==> src/rtl/tomasulo_pkg.sv <==
// Shared Tomasulo definitions: widths, opcodes, dispatch/CDB word layouts.
// Used by the ALU/CDB unit and the reserve station.
package tomasulo_pkg;

   localparam int TAG_W   = 3;
   localparam int REG_W   = 4;
   localparam int DATA_W  = 16;
   localparam int OP_W    = 4;
   localparam int INSTR_W = TAG_W + OP_W + REG_W + 2 * DATA_W;
   localparam int SOL_W   = REG_W + TAG_W + DATA_W;

   // Dispatch word field positions
   localparam int IN_C_LO   = 0;
   localparam int IN_C_HI   = 15;
   localparam int IN_B_LO   = 16;
   localparam int IN_B_HI   = 31;
   localparam int IN_DST_LO = 32;
   localparam int IN_DST_HI = 35;
   localparam int IN_OP_LO  = 36;
   localparam int IN_OP_HI  = 39;
   localparam int IN_TAG_LO = 40;
   localparam int IN_TAG_HI = 42;

   // CDB solution word field positions
   localparam int SOL_RES_LO = 0;
   localparam int SOL_RES_HI = 15;
   localparam int SOL_TAG_LO = 16;
   localparam int SOL_TAG_HI = 18;
   localparam int SOL_DST_LO = 19;
   localparam int SOL_DST_HI = 22;

   localparam logic [OP_W-1:0] OP_ADD = 4'b0000;
   localparam logic [OP_W-1:0] OP_SUB = 4'b0001;
   localparam logic [OP_W-1:0] OP_AND = 4'b0010;
   localparam logic [OP_W-1:0] OP_OR  = 4'b0011;
   localparam logic [OP_W-1:0] OP_XOR = 4'b0100;
   localparam logic [OP_W-1:0] OP_SLT = 4'b0101;
   localparam logic [OP_W-1:0] OP_SLL = 4'b0110;
   localparam logic [OP_W-1:0] OP_MUL = 4'b0111;

   typedef struct packed {
      logic [TAG_W-1:0]  tag;
      logic [OP_W-1:0]   op;
      logic [REG_W-1:0]  dest;
      logic [DATA_W-1:0] b;
      logic [DATA_W-1:0] c;
   } dispatch_t;

   typedef struct packed {
      logic [REG_W-1:0]  dest;
      logic [TAG_W-1:0]  tag;
      logic [DATA_W-1:0] result;
   } cdb_word_t;

   typedef struct packed {
      logic              valid;
      logic [TAG_W-1:0]  tag;
      logic [REG_W-1:0]  dest;
      logic [DATA_W-1:0] a;
      logic [DATA_W-1:0] b;
   } mul_stage_t;

   // Opcode bit 3 marks memory ops, which never execute here
   function automatic logic is_mem_op(input logic [OP_W-1:0] op);
      return op[OP_W-1];
   endfunction

   // Single-cycle ALU; B is the left operand, everything wraps at 16 bits
   function automatic logic [DATA_W-1:0] alu_exec(
      input logic [OP_W-1:0]   op,
      input logic [DATA_W-1:0] b,
      input logic [DATA_W-1:0] c
   );
      logic [DATA_W-1:0] r;
      r = '0;
      case (op)
         OP_ADD:  r = b + c;
         OP_SUB:  r = b - c;
         OP_AND:  r = b & c;
         OP_OR:   r = b | c;
         OP_XOR:  r = b ^ c;
         OP_SLT:  r = ($signed(b) < $signed(c)) ? 16'd1 : 16'd0;
         OP_SLL:  r = b << c[3:0];
         OP_MUL:  r = b * c;
         default: r = '0;
      endcase
      return r;
   endfunction

endpackage

==> src/rtl/result_fifo.sv <==
// Show-ahead result FIFO between the writeback slot and the CDB.
// Ports: push_i/data_i write, pop_i drops head data_o, count_o/full_o/empty_o status.
module result_fifo #(
   parameter  int DEPTH = 4,
   parameter  int WIDTH = 23,
   localparam int PTR_W = $clog2(DEPTH),
   localparam int CNT_W = $clog2(DEPTH) + 1
) (
   input  logic             clock_i,
   input  logic             reset_i,
   input  logic             push_i,
   input  logic [WIDTH-1:0] data_i,
   input  logic             pop_i,
   output logic [WIDTH-1:0] data_o,
   output logic [CNT_W-1:0] count_o,
   output logic             full_o,
   output logic             empty_o
);

   logic [WIDTH-1:0] mem_q [DEPTH];
   logic [PTR_W-1:0] wr_ptr_q, wr_ptr_d;
   logic [PTR_W-1:0] rd_ptr_q, rd_ptr_d;
   logic [CNT_W-1:0] count_q, count_d;
   logic             do_push;
   logic             do_pop;

   assign empty_o = (count_q == '0);
   assign full_o  = (count_q == CNT_W'(DEPTH));
   assign count_o = count_q;
   assign data_o  = mem_q[rd_ptr_q];

   // A pop when full frees the slot the push lands in this same edge
   assign do_pop  = pop_i && !empty_o;
   assign do_push = push_i && (!full_o || do_pop);

   always_comb begin
      wr_ptr_d = wr_ptr_q;
      rd_ptr_d = rd_ptr_q;
      count_d  = count_q;
      if (do_push) wr_ptr_d = wr_ptr_q + 1'b1;
      if (do_pop)  rd_ptr_d = rd_ptr_q + 1'b1;
      unique case ({do_push, do_pop})
         2'b10:   count_d = count_q + 1'b1;
         2'b01:   count_d = count_q - 1'b1;
         default: count_d = count_q;
      endcase
   end

   always_ff @(posedge clock_i) begin
      if (reset_i) begin
         wr_ptr_q <= '0;
         rd_ptr_q <= '0;
         count_q  <= '0;
      end else begin
         wr_ptr_q <= wr_ptr_d;
         rd_ptr_q <= rd_ptr_d;
         count_q  <= count_d;
      end
   end

   always_ff @(posedge clock_i) begin
      if (do_push) mem_q[wr_ptr_q] <= data_i;
   end

   always_ff @(posedge clock_i) begin
      if (!reset_i) begin
         assert (!(push_i && full_o && !pop_i))
            else $error("result_fifo: push when full");
      end
   end

endmodule

==> src/rtl/alu_cdb_unit.sv <==
// ALU functional unit: single-cycle ops plus pipelined MUL, results broadcast on the CDB.
// Ports: run/instruction_in dispatch, ready back-pressure, store_cdb/solution/cdb_grant CDB, busy.
module alu_cdb_unit
   import tomasulo_pkg::*;
#(
   parameter int FIFO_DEPTH = 4,
   parameter int MUL_LAT    = 3
) (
   input  logic               clock,
   input  logic               reset,
   input  logic               run,
   input  logic [INSTR_W-1:0] instruction_in,
   output logic               ready,
   input  logic               cdb_grant,
   output logic               store_cdb,
   output logic [SOL_W-1:0]   solution,
   output logic               busy
);

   localparam int CNT_W = $clog2(FIFO_DEPTH) + 1;
   localparam int OCC_W = CNT_W + 1;

   dispatch_t  disp;
   mul_stage_t mul_s1_q, mul_s1_d;
   mul_stage_t mul_s2_q, mul_s2_d;
   cdb_word_t  wb_q, wb_d;
   logic       wb_valid_q, wb_valid_d;
   logic       err_sticky_q, err_sticky_d;
   logic       err_sticky;

   logic             accept;
   logic             alu_fire;
   logic             mul_fire;
   logic             mem_drop;
   logic [OCC_W-1:0] occ;

   cdb_word_t        fifo_head;
   logic [CNT_W-1:0] fifo_count;
   logic             fifo_full;
   logic             fifo_empty;
   logic             fifo_pop;

   assign disp = dispatch_t'(instruction_in);

   assign accept   = run && ready;
   assign mem_drop = accept && is_mem_op(disp.op);
   assign mul_fire = accept && !is_mem_op(disp.op) && (disp.op == OP_MUL);
   assign alu_fire = accept && !is_mem_op(disp.op) && (disp.op != OP_MUL);

   // Writeback slot and MUL stages count as reserved FIFO space
   assign occ = OCC_W'(fifo_count)
              + OCC_W'(mul_s1_q.valid)
              + OCC_W'(mul_s2_q.valid)
              + OCC_W'(wb_valid_q);

   // s2 leaving next edge would collide with a single-cycle op
   assign ready = !mul_s2_q.valid && (occ < OCC_W'(FIFO_DEPTH));

   assign busy = mul_s1_q.valid || mul_s2_q.valid
              || wb_valid_q || (fifo_count != '0);

   assign err_sticky = err_sticky_q;

   // MUL: s1 latches operands, s2 holds the product, the wb slot is stage three
   always_comb begin
      mul_s1_d       = '0;
      mul_s1_d.valid = mul_fire;
      mul_s1_d.tag   = disp.tag;
      mul_s1_d.dest  = disp.dest;
      mul_s1_d.a     = disp.b;
      mul_s1_d.b     = disp.c;

      mul_s2_d       = '0;
      mul_s2_d.valid = mul_s1_q.valid;
      mul_s2_d.tag   = mul_s1_q.tag;
      mul_s2_d.dest  = mul_s1_q.dest;
      mul_s2_d.a     = mul_s1_q.a * mul_s1_q.b;
   end

   always_comb begin
      wb_d       = '0;
      wb_valid_d = 1'b0;
      unique case (1'b1)
         mul_s2_q.valid: begin
            wb_valid_d  = 1'b1;
            wb_d.dest   = mul_s2_q.dest;
            wb_d.tag    = mul_s2_q.tag;
            wb_d.result = mul_s2_q.a;
         end
         alu_fire: begin
            wb_valid_d  = 1'b1;
            wb_d.dest   = disp.dest;
            wb_d.tag    = disp.tag;
            wb_d.result = alu_exec(disp.op, disp.b, disp.c);
         end
         default: ;
      endcase
   end

   assign err_sticky_d = err_sticky_q || mem_drop;

   always_ff @(posedge clock) begin
      if (reset) begin
         mul_s1_q     <= '0;
         mul_s2_q     <= '0;
         wb_q         <= '0;
         wb_valid_q   <= 1'b0;
         err_sticky_q <= 1'b0;
      end else begin
         mul_s1_q     <= mul_s1_d;
         mul_s2_q     <= mul_s2_d;
         wb_q         <= wb_d;
         wb_valid_q   <= wb_valid_d;
         err_sticky_q <= err_sticky_d;
      end
   end

   always_ff @(posedge clock) begin
      if (!reset) begin
         assert (MUL_LAT == 3)
            else $error("alu_cdb_unit: only MUL_LAT=3 is supported");
      end
   end

   assign fifo_pop = cdb_grant && !fifo_empty;

   result_fifo #(
      .DEPTH (FIFO_DEPTH),
      .WIDTH (SOL_W)
   ) u_result_fifo (
      .clock_i (clock),
      .reset_i (reset),
      .push_i  (wb_valid_q),
      .data_i  (wb_q),
      .pop_i   (fifo_pop),
      .data_o  (fifo_head),
      .count_o (fifo_count),
      .full_o  (fifo_full),
      .empty_o (fifo_empty)
   );

   assign store_cdb = !fifo_empty;
   assign solution  = fifo_empty ? '0 : fifo_head;

   logic unused_full;
   assign unused_full = fifo_full;

endmodule
==> config.mk <==
export PLATFORM = sky130hd
export DESIGN_NAME = alu_cdb_unit
export DESIGN_NICKNAME = d
export VERILOG_FILES = /design/src/rtl/tomasulo_pkg.sv /design/src/rtl/result_fifo.sv /design/src/rtl/alu_cdb_unit.sv
export SDC_FILE = /design/constraint.sdc
export NUM_CORES = 1
export LEC_CHECK = 0
export ABC_AREA = 1
export CAP_MARGIN = 20
export CORE_MARGIN = 2
export CORE_UTILIZATION = 64
export CTS_BUF_LIST = sky130_fd_sc_hd__clkbuf_8
export CTS_CLUSTER_DIAMETER = 120
export DETAILED_ROUTE_END_ITERATION = 10
export PLACE_DENSITY = 0.83
export SLEW_MARGIN = 15
export SYNTH_ARGS = -nofsm -noshare
export SYNTH_HDL_FRONTEND = slang
export SYNTH_SLANG_ARGS = --single-unit
==> constraint.sdc <==
create_clock -name clock -period 8.8 [get_ports clock]
set_input_delay 1.76 -clock clock [delete_from_list [all_inputs] [get_ports clock]]
set_output_delay 1.76 -clock clock [all_outputs]
set_load 0.03 [all_outputs]
==> results of run 1 <==
==> layout make-up <==
| cell class | count | area, sq um |
|---|---|---|
| Fill cell | 2174 | 8013 |
| Multi-Input combinational cell | 1479 | 10500 |
| Clock buffer | 17 | 234.0 |
| Clock inverter | 15 | 226.5 |
| Tap cell | 341 | 426.7 |
| Sequential cell | 189 | 4705 |
| Inverter | 537 | 2016 |
| Timing Repair Buffer | 87 | 828.3 |
==> cells by family (layout without fill, tap and decap cells) <==
family,Yosys count,count (layout),share of synthesized area
compound gates,313,313,0.09893
xor+xnor,32,32,0.01635
fa+ha+maj,318,318,0.2955
buf+inv,626,656,0.1367
flops,189,189,0.2672
mux,1,1,0.0005686
simple gates,815,815,0.1846
==> stage by stage <==
step	total power, mW	setup slack, ns	std cells	hold WS, ns
finish	3.613	1.673	2665	0.3926
global route	3.898	1.416	2665	0.4328
CTS	3.612	1.750	2665	0.3975
detailed placement	2.982	1.253	2633	0.3949
global placement	2.906	1.343	2633	0.3890
floorplan	2.359	1.973	2294	0.3883
==> cells in the mapped netlist (5+ instances only) <==
cell type | count | area [sq um]
buf_1 | 5 | 18.77
buf_4 | 5 | 37.54
o221ai_1 | 6 | 52.55
clkbuf_1 | 53 | 198.9
xor2_1 | 20 | 175.2
a32o_1 | 7 | 70.07
nand2_1 | 498 | 1869
a21oi_1 | 134 | 670.6
a31oi_1 | 5 | 31.28
inv_1 | 533 | 2001
nor2_1 | 202 | 758.2
nand3b_1 | 6 | 45.04
xnor2_1 | 11 | 96.34
ha_1 | 155 | 1939
dfxtp_1 | 97 | 1942
edfxtp_1 | 92 | 2763
nor3_1 | 12 | 60.06
fa_1 | 163 | 3263
o22ai_1 | 10 | 62.56
buf_2 | 22 | 110.1
o21ai_0 | 121 | 605.6
nand4_1 | 7 | 43.79
nand3_1 | 78 | 390.4
==> power breakdown <==
part | leakage (nW) | switching [mW] | internal [mW]
clock | 0.227 | 0.398 | 0.238
combinational | 8.09 | 1.24 | 0.713
sequential | 1.65 | 0.0544 | 0.972
==> path summary, 6_finish.rpt <==
| check | startpoint | to | slack, ns | depth (start not counted) |
|---|---|---|---|---|
| worst min register to register | mul_s1_q[37]$_SDFF_PP0_ | mul_s2_q[37]$_SDFF_PP0_ | 0.39 | 2 |
| worst max register to register | mul_s1_q[19]$_SDFF_PP0_ | mul_s2_q[31]$_SDFF_PP0_ | 3.17 | 19 |
| worst min-delay path | mul_s1_q[37]$_SDFF_PP0_ | mul_s2_q[37]$_SDFF_PP0_ | 0.39 | 2 |
| worst max-delay path | instruction_in[23] | wb_q[15]$_SDFF_PP0_ | 1.67 | 23 |
==> state kept, by name, indices dropped and copies added, names as in the netlist, named ones only <==
register / cells
u_result_fifo.wr_ptr_q: 2
u_result_fifo.mem_q: 92
mul_s1_q: 40
u_result_fifo.rd_ptr_q: 2
wb_valid_q: 1
u_result_fifo.count_o: 3
mul_s2_q: 24
wb_q: 23
==> cell usage in the layout, fill, tap and decap left out, types with 78 or more instances in the layout <==
cell        n
edfxtp_1   92
dfxtp_1    97
ha_1      155
nand3_1    78
o21ai_0   121
a21oi_1   134
nor2_1    198
inv_1     533
nand2_1   498
fa_1      163
==> worst max-delay path, cell delays in order <==
cell	delay [ns]
clkdlybuf4s50_1	0.88
ha_1	0.29
inv_1	0.10
fa_1	0.55
inv_1	0.06
fa_1	0.51
inv_1	0.06
fa_1	0.55
fa_1	0.43
fa_1	0.51
fa_1	0.50
inv_1	0.05
ha_1	0.29
nand2_1	0.06
nor2_1	0.13
nand3_1	0.09
nand3_1	0.24
inv_1	0.07
nand3_1	0.08
nand3_1	0.08
nand2_1	0.08
nand2_1	0.05
a21oi_1	0.12
==> routing by layer <==
metal  wire, um  GRT usage  vias up
li1           -          -     7045
met1      19170     0.4602     7265
met2      23900     0.6071      772
met3       4299    0.04395      161
met4       2947     0.1984        0
met5          0          0        -
==> summary.md, run 1 <==
| Metric | Value |
|---|---|
| Hold_buf cts | `0` |
| # diodes | `0` |
| Synth Flop Type | `dfxtp_1` |
| Cells after Synth | `2294` |
| Leakage | `9.967 nW` |
| Max Slew Vio Count | `0` |
| Async set-reset flop share out of synthesis | `0` |
| Vias in the first global route | `15619` |
| Slew @ Worst Pin | `1.110 ns` |
| Final hold viol count | `0` |
| Fin util | `0.7027` |
| Failing checks | `DRC` |
| Crit. End Element | `flip-flop` |
| Post-synth EDFFs | `92` |
| Max-slew headroom | `0.2589` |
| Chip Height | `169.9 um` |
| Core area | `26950 sq um` |
| Initial DRC count | `1709` |
| Via count | `15243` |
| Initial antenna violation count | `0` |
| Die X-Extent | `169.9 um` |
| Avg WL per Cell | `18.88 um` |
| Post-detail-place hpwl | `38.83 mm` |
| Nets | `2676` |
| Final standard cell area without fillers | `18940 sq um` |
| WP data required | `9.22 ns` |
| Routability cong. | `1.070` |
| Drt total wl | `50.32 mm` |
| Post-Syn Area | `17600 sq um` |
| Overall Global Routing Usage | `0.3623` |
| Clock Skew | `0.02961 ns` |
| Worst Setup Path Type | `primary input to flip-flop` |
| Synth Warn # | `0` |
| # IOs | `73` |
| Worst VDD drop | `166.9 uV` |
| Post-CTS Setup Bufs | `0` |
| Post-route DRC | `1` |
| CTS tree | `built` |
| Total congestion overflow | `0` |
| Number of I/O port buffers | `72` |
| RSZ-0062 raised after global routing | `no` |
| Detail Route Antenna Nets | `0` |
| Inserted Clock Buffers | `17` |
| Critical Path Source Type | `primary input` |
| H-tree Lvls | `4` |
| Clk sink count | `189` |
| Final setup fails | `0` |
| Global-route wire length before repair | `80.18 mm` |
| DR vias/cell | `5.720` |
| Largest net degree at the start of global routing | `73` |
| Placed cell area | `18480 sq um` |
| Rows | `60` |
| Crit path max fanout | `13` |
| Layout cells sized above 1 | `0.02754` |
| Synth unique cells | `48` |
| Status | `finished, violations left` |
| Post-Syn Nets | `2659` |
| Clock latency on the worst-skew pair | `0.48 ns` |
| Syn avg cell area | `7.674 sq um` |
| Starting density of the core | `0.6532` |
| Period utilisation layout | `0.8099` |
| Clock transition at path regs | `0.13 ns` |
| TritonRoute pass-1 iters | `9` |
| Synthesized flop and latch total | `189` |
| Max_cap viols | `0` |
| Setup_tns | `0 ns` |
| CTS resizes | `0` |
| Crit path DAT | `7.54 ns` |
| Area delta synth->final | `7.577%` |
| Pwr dens | `190.8 nW/um^2` |
| Clock buffer depth | `2` |
| Fmax | `140.3 MHz` |
| CTS Root Cell | `clkbuf_8` |
| Fin crit period | `7.127 ns` |
| Die Area | `28850 sq um` |
| Seq/Total Area, Yosys | `0.2672` |
| Hold Crit Class | `flip-flop to flip-flop` |
Note: power is estimated with default switching activity, not from simulation.
==> inputs of run 2 (changes only) <==
- CORE_UTILIZATION: 64 -> 58
- PLACE_DENSITY: 0.83 -> 0.8
- clock period: 8.8 -> 6.1 ns (I/O delays scaled with it)
==> run 2 against run 1 <==
  * The run now ends clean
  * Register-to-register slack got worse by 2.6 ns
  * Hold slack better by 0.019 ns
  * Global-route usage shrank 1.9 points
  * Clock power grew 43%
  * Count of clock-buffer cells in the layout did not move
  * Final cell count rose by 4.9%
  * Combinational power rose by 54%
  * Die area increased by 10%
==> summary.md, run 2 (synthesis results as in run 1) <==
| Metric | Value |
|---|---|
| Status | `finished, final reports clean` |
| Hold Crit Class | `flip-flop to flip-flop` |
| Initial DRC count | `1316` |
| Fillers | `2571` |
| Layout cells sized above 1 | `0.06528` |
| # IOs | `73` |
| FF-to-FF path depth | `20` |
| WP data required | `6.51 ns` |
| Wire length on met3 | `3.260 mm` |
| Tot Pwr | `5.389 mW` |
| Clock buffer depth | `2` |
| CTS Root Cell | `clkbuf_8` |
| Crit path DAT | `6.37 ns` |
| Initial antenna violation count | `0` |
| Post-Place Setup Slack | `-0.4329 ns` |
| Post-route DRC | `0` |
| Max Slew Vio Count | `0` |
| Max reg flops | `92` |
| Total congestion overflow | `0` |
| Post-detail-place hpwl | `41.80 mm` |
| Commonest non-fill, non-tap cell in the layout | `inv_1` |
| Rows | `63` |
| Fin crit period | `5.961 ns` |
| Nets | `2757` |
| DR vias/cell | `5.483` |
| Most frequent cells in the layout | `inv_1 (532), nand2_1 (496), nor2_1 (197)` |
| H-tree Lvls | `4` |
| Crit. End Element | `flip-flop` |
| Post-route worst setup slack | `0.1392 ns` |
| Avg WL per Cell | `18.91 um` |
| Hold_buf cts | `0` |
| Max-slew headroom | `0.3424` |
| Die Area | `31760 sq um` |
| Die X-Extent | `178.2 um` |
| HP Start | `mul_s1_q[37]$_SDFF_PP0_` |
| Worst VDD drop | `159.7 uV` |
| Clk sink count | `189` |
| Min-Delay Endpoint | `mul_s2_q[37]$_SDFF_PP0_` |
| Global-route wire length before repair | `82.66 mm` |
| Pwr dens | `273.7 nW/um^2` |
| Detail Route Antenna Nets | `0` |
| # diodes | `0` |
| Starting density of the core | `0.5908` |
| Period utilisation layout | `0.9772` |
| Drt total wl | `52.86 mm` |
| Final standard cell area without fillers | `19690 sq um` |
| Critical Path Source Type | `primary input` |
| Chip Height | `178.2 um` |
| TritonRoute pass-1 iters | `7` |
| Slew @ Worst Pin | `0.9853 ns` |
| Overall Global Routing Usage | `0.3428` |
| Area delta synth->final | `11.83%` |
| Worst Setup Path Type | `primary input to flip-flop` |
| Number of I/O port buffers | `72` |
| Max layer used | `met4` |
| Clock latency on the worst-skew pair | `0.48 ns` |
| Via count | `15324` |
| Fmax | `167.8 MHz` |
| DRT met1 WL | `20.47 mm` |
| Placed cell area | `19120 sq um` |
| Inserted Clock Buffers | `17` |
| Clock transition at path regs | `0.13 ns` |
| Crit path max fanout | `4` |
| Max_cap viols | `0` |
| Core area | `29800 sq um` |
| Leakage | `10.45 nW` |
| Hold Path Depth | `2` |
| Routability cong. | `1.046` |
| Reg-to-reg slack, setup | `0.57 ns` |
| Final setup fails | `0` |
| Largest net degree at the start of global routing | `73` |
| Vias in the first global route | `15711` |
| Final hold viol count | `0` |
| Clock Skew | `0.02783 ns` |
| Reg2reg end | `mul_s2_q[31]$_SDFF_PP0_` |
| Regs by FF count | `u_result_fifo.mem_q x92, mul_s1_q x40, mul_s2_q x24` |
| CTS tree | `built` |
| Routed wl met2 | `26.16 mm` |
| Crit path launch | `instruction_in[28]` |
| FF-to-FF Start | `mul_s1_q[1]$_SDFF_PP0_` |
| Most flops, register | `u_result_fifo.mem_q` |
[run 2: repair_timing]
item,4_1_cts,5_1_grt
setup buffers,0,3
setup endpoints to repair,0,2
gates resized for setup,0,26
[run 2: worst max-delay path by stage]
stage                                to  depth (start not counted)
detailed placement  wb_q[15]$_SDFF_PP0_                         22
CTS                 wb_q[15]$_SDFF_PP0_                         25
global placement    wb_q[15]$_SDFF_PP0_                         22
global route        wb_q[15]$_SDFF_PP0_                         22
finish              wb_q[15]$_SDFF_PP0_                         22
floorplan           wb_q[15]$_SDFF_PP0_                         23
[run 2: per-layer routing]
layer / global-route usage / vias to the layer above
li1: - / 7202
met1: 0.4090 / 7304
met2: 0.6145 / 660
met3: 0.03623 / 158
met4: 0.1714 / 0
met5: 0 / -
[run 2: through the flow]
step	cells	util	TNS (ns)	hold WS, ns
2_1_floorplan	2294	-	0	0.3883
3_5_place_dp	2760	0.6418	-0.8542	0.3960
6_report	2795	0.6607	0	0.4121
4_1_cts	2792	0.6573	0	0.4148
5_1_grt	2795	0.6607	-0.01179	0.4226
3_3_place_gp	2760	0.6418	-0.7131	0.3900
[run 2: critical path, cell delays in order]
cell and delay, ns:
clkdlybuf4s50_1 0.56, nand2_1 0.12, fa_1 0.52, fa_1 0.55, inv_1 0.05, fa_1 0.40, fa_1 0.49, inv_1 0.07
fa_1 0.51, fa_2 0.61, inv_2 0.06, ha_4 0.26, nand2_1 0.09, nor2_2 0.16, nand2_1 0.08, nand3_2 0.11
inv_1 0.04, nand3_1 0.07, nand3_1 0.07, nand2_1 0.11, nand2_1 0.06, a21oi_2 0.13
[run 2: cell type report]
cell class,instances,area [sq um],area share
Sequential cell,189,4705,0.2390
Inverter,537,2016,0.1024
Clock buffer,17,234.0,0.01189
Tap cell,390,488.0,0.02479
Clock inverter,15,226.5,0.01150
Timing Repair Buffer,168,1470,0.07468
Multi-Input combinational cell,1479,10550,0.5358
[run 2: where the power goes]
group          total (mW)  switching [mW]  internal [mW]
Clock               0.909           0.566          0.342
Combinational        3.01            1.88           1.13
Sequential           1.47          0.0651           1.40
Total                5.39            2.51           2.87
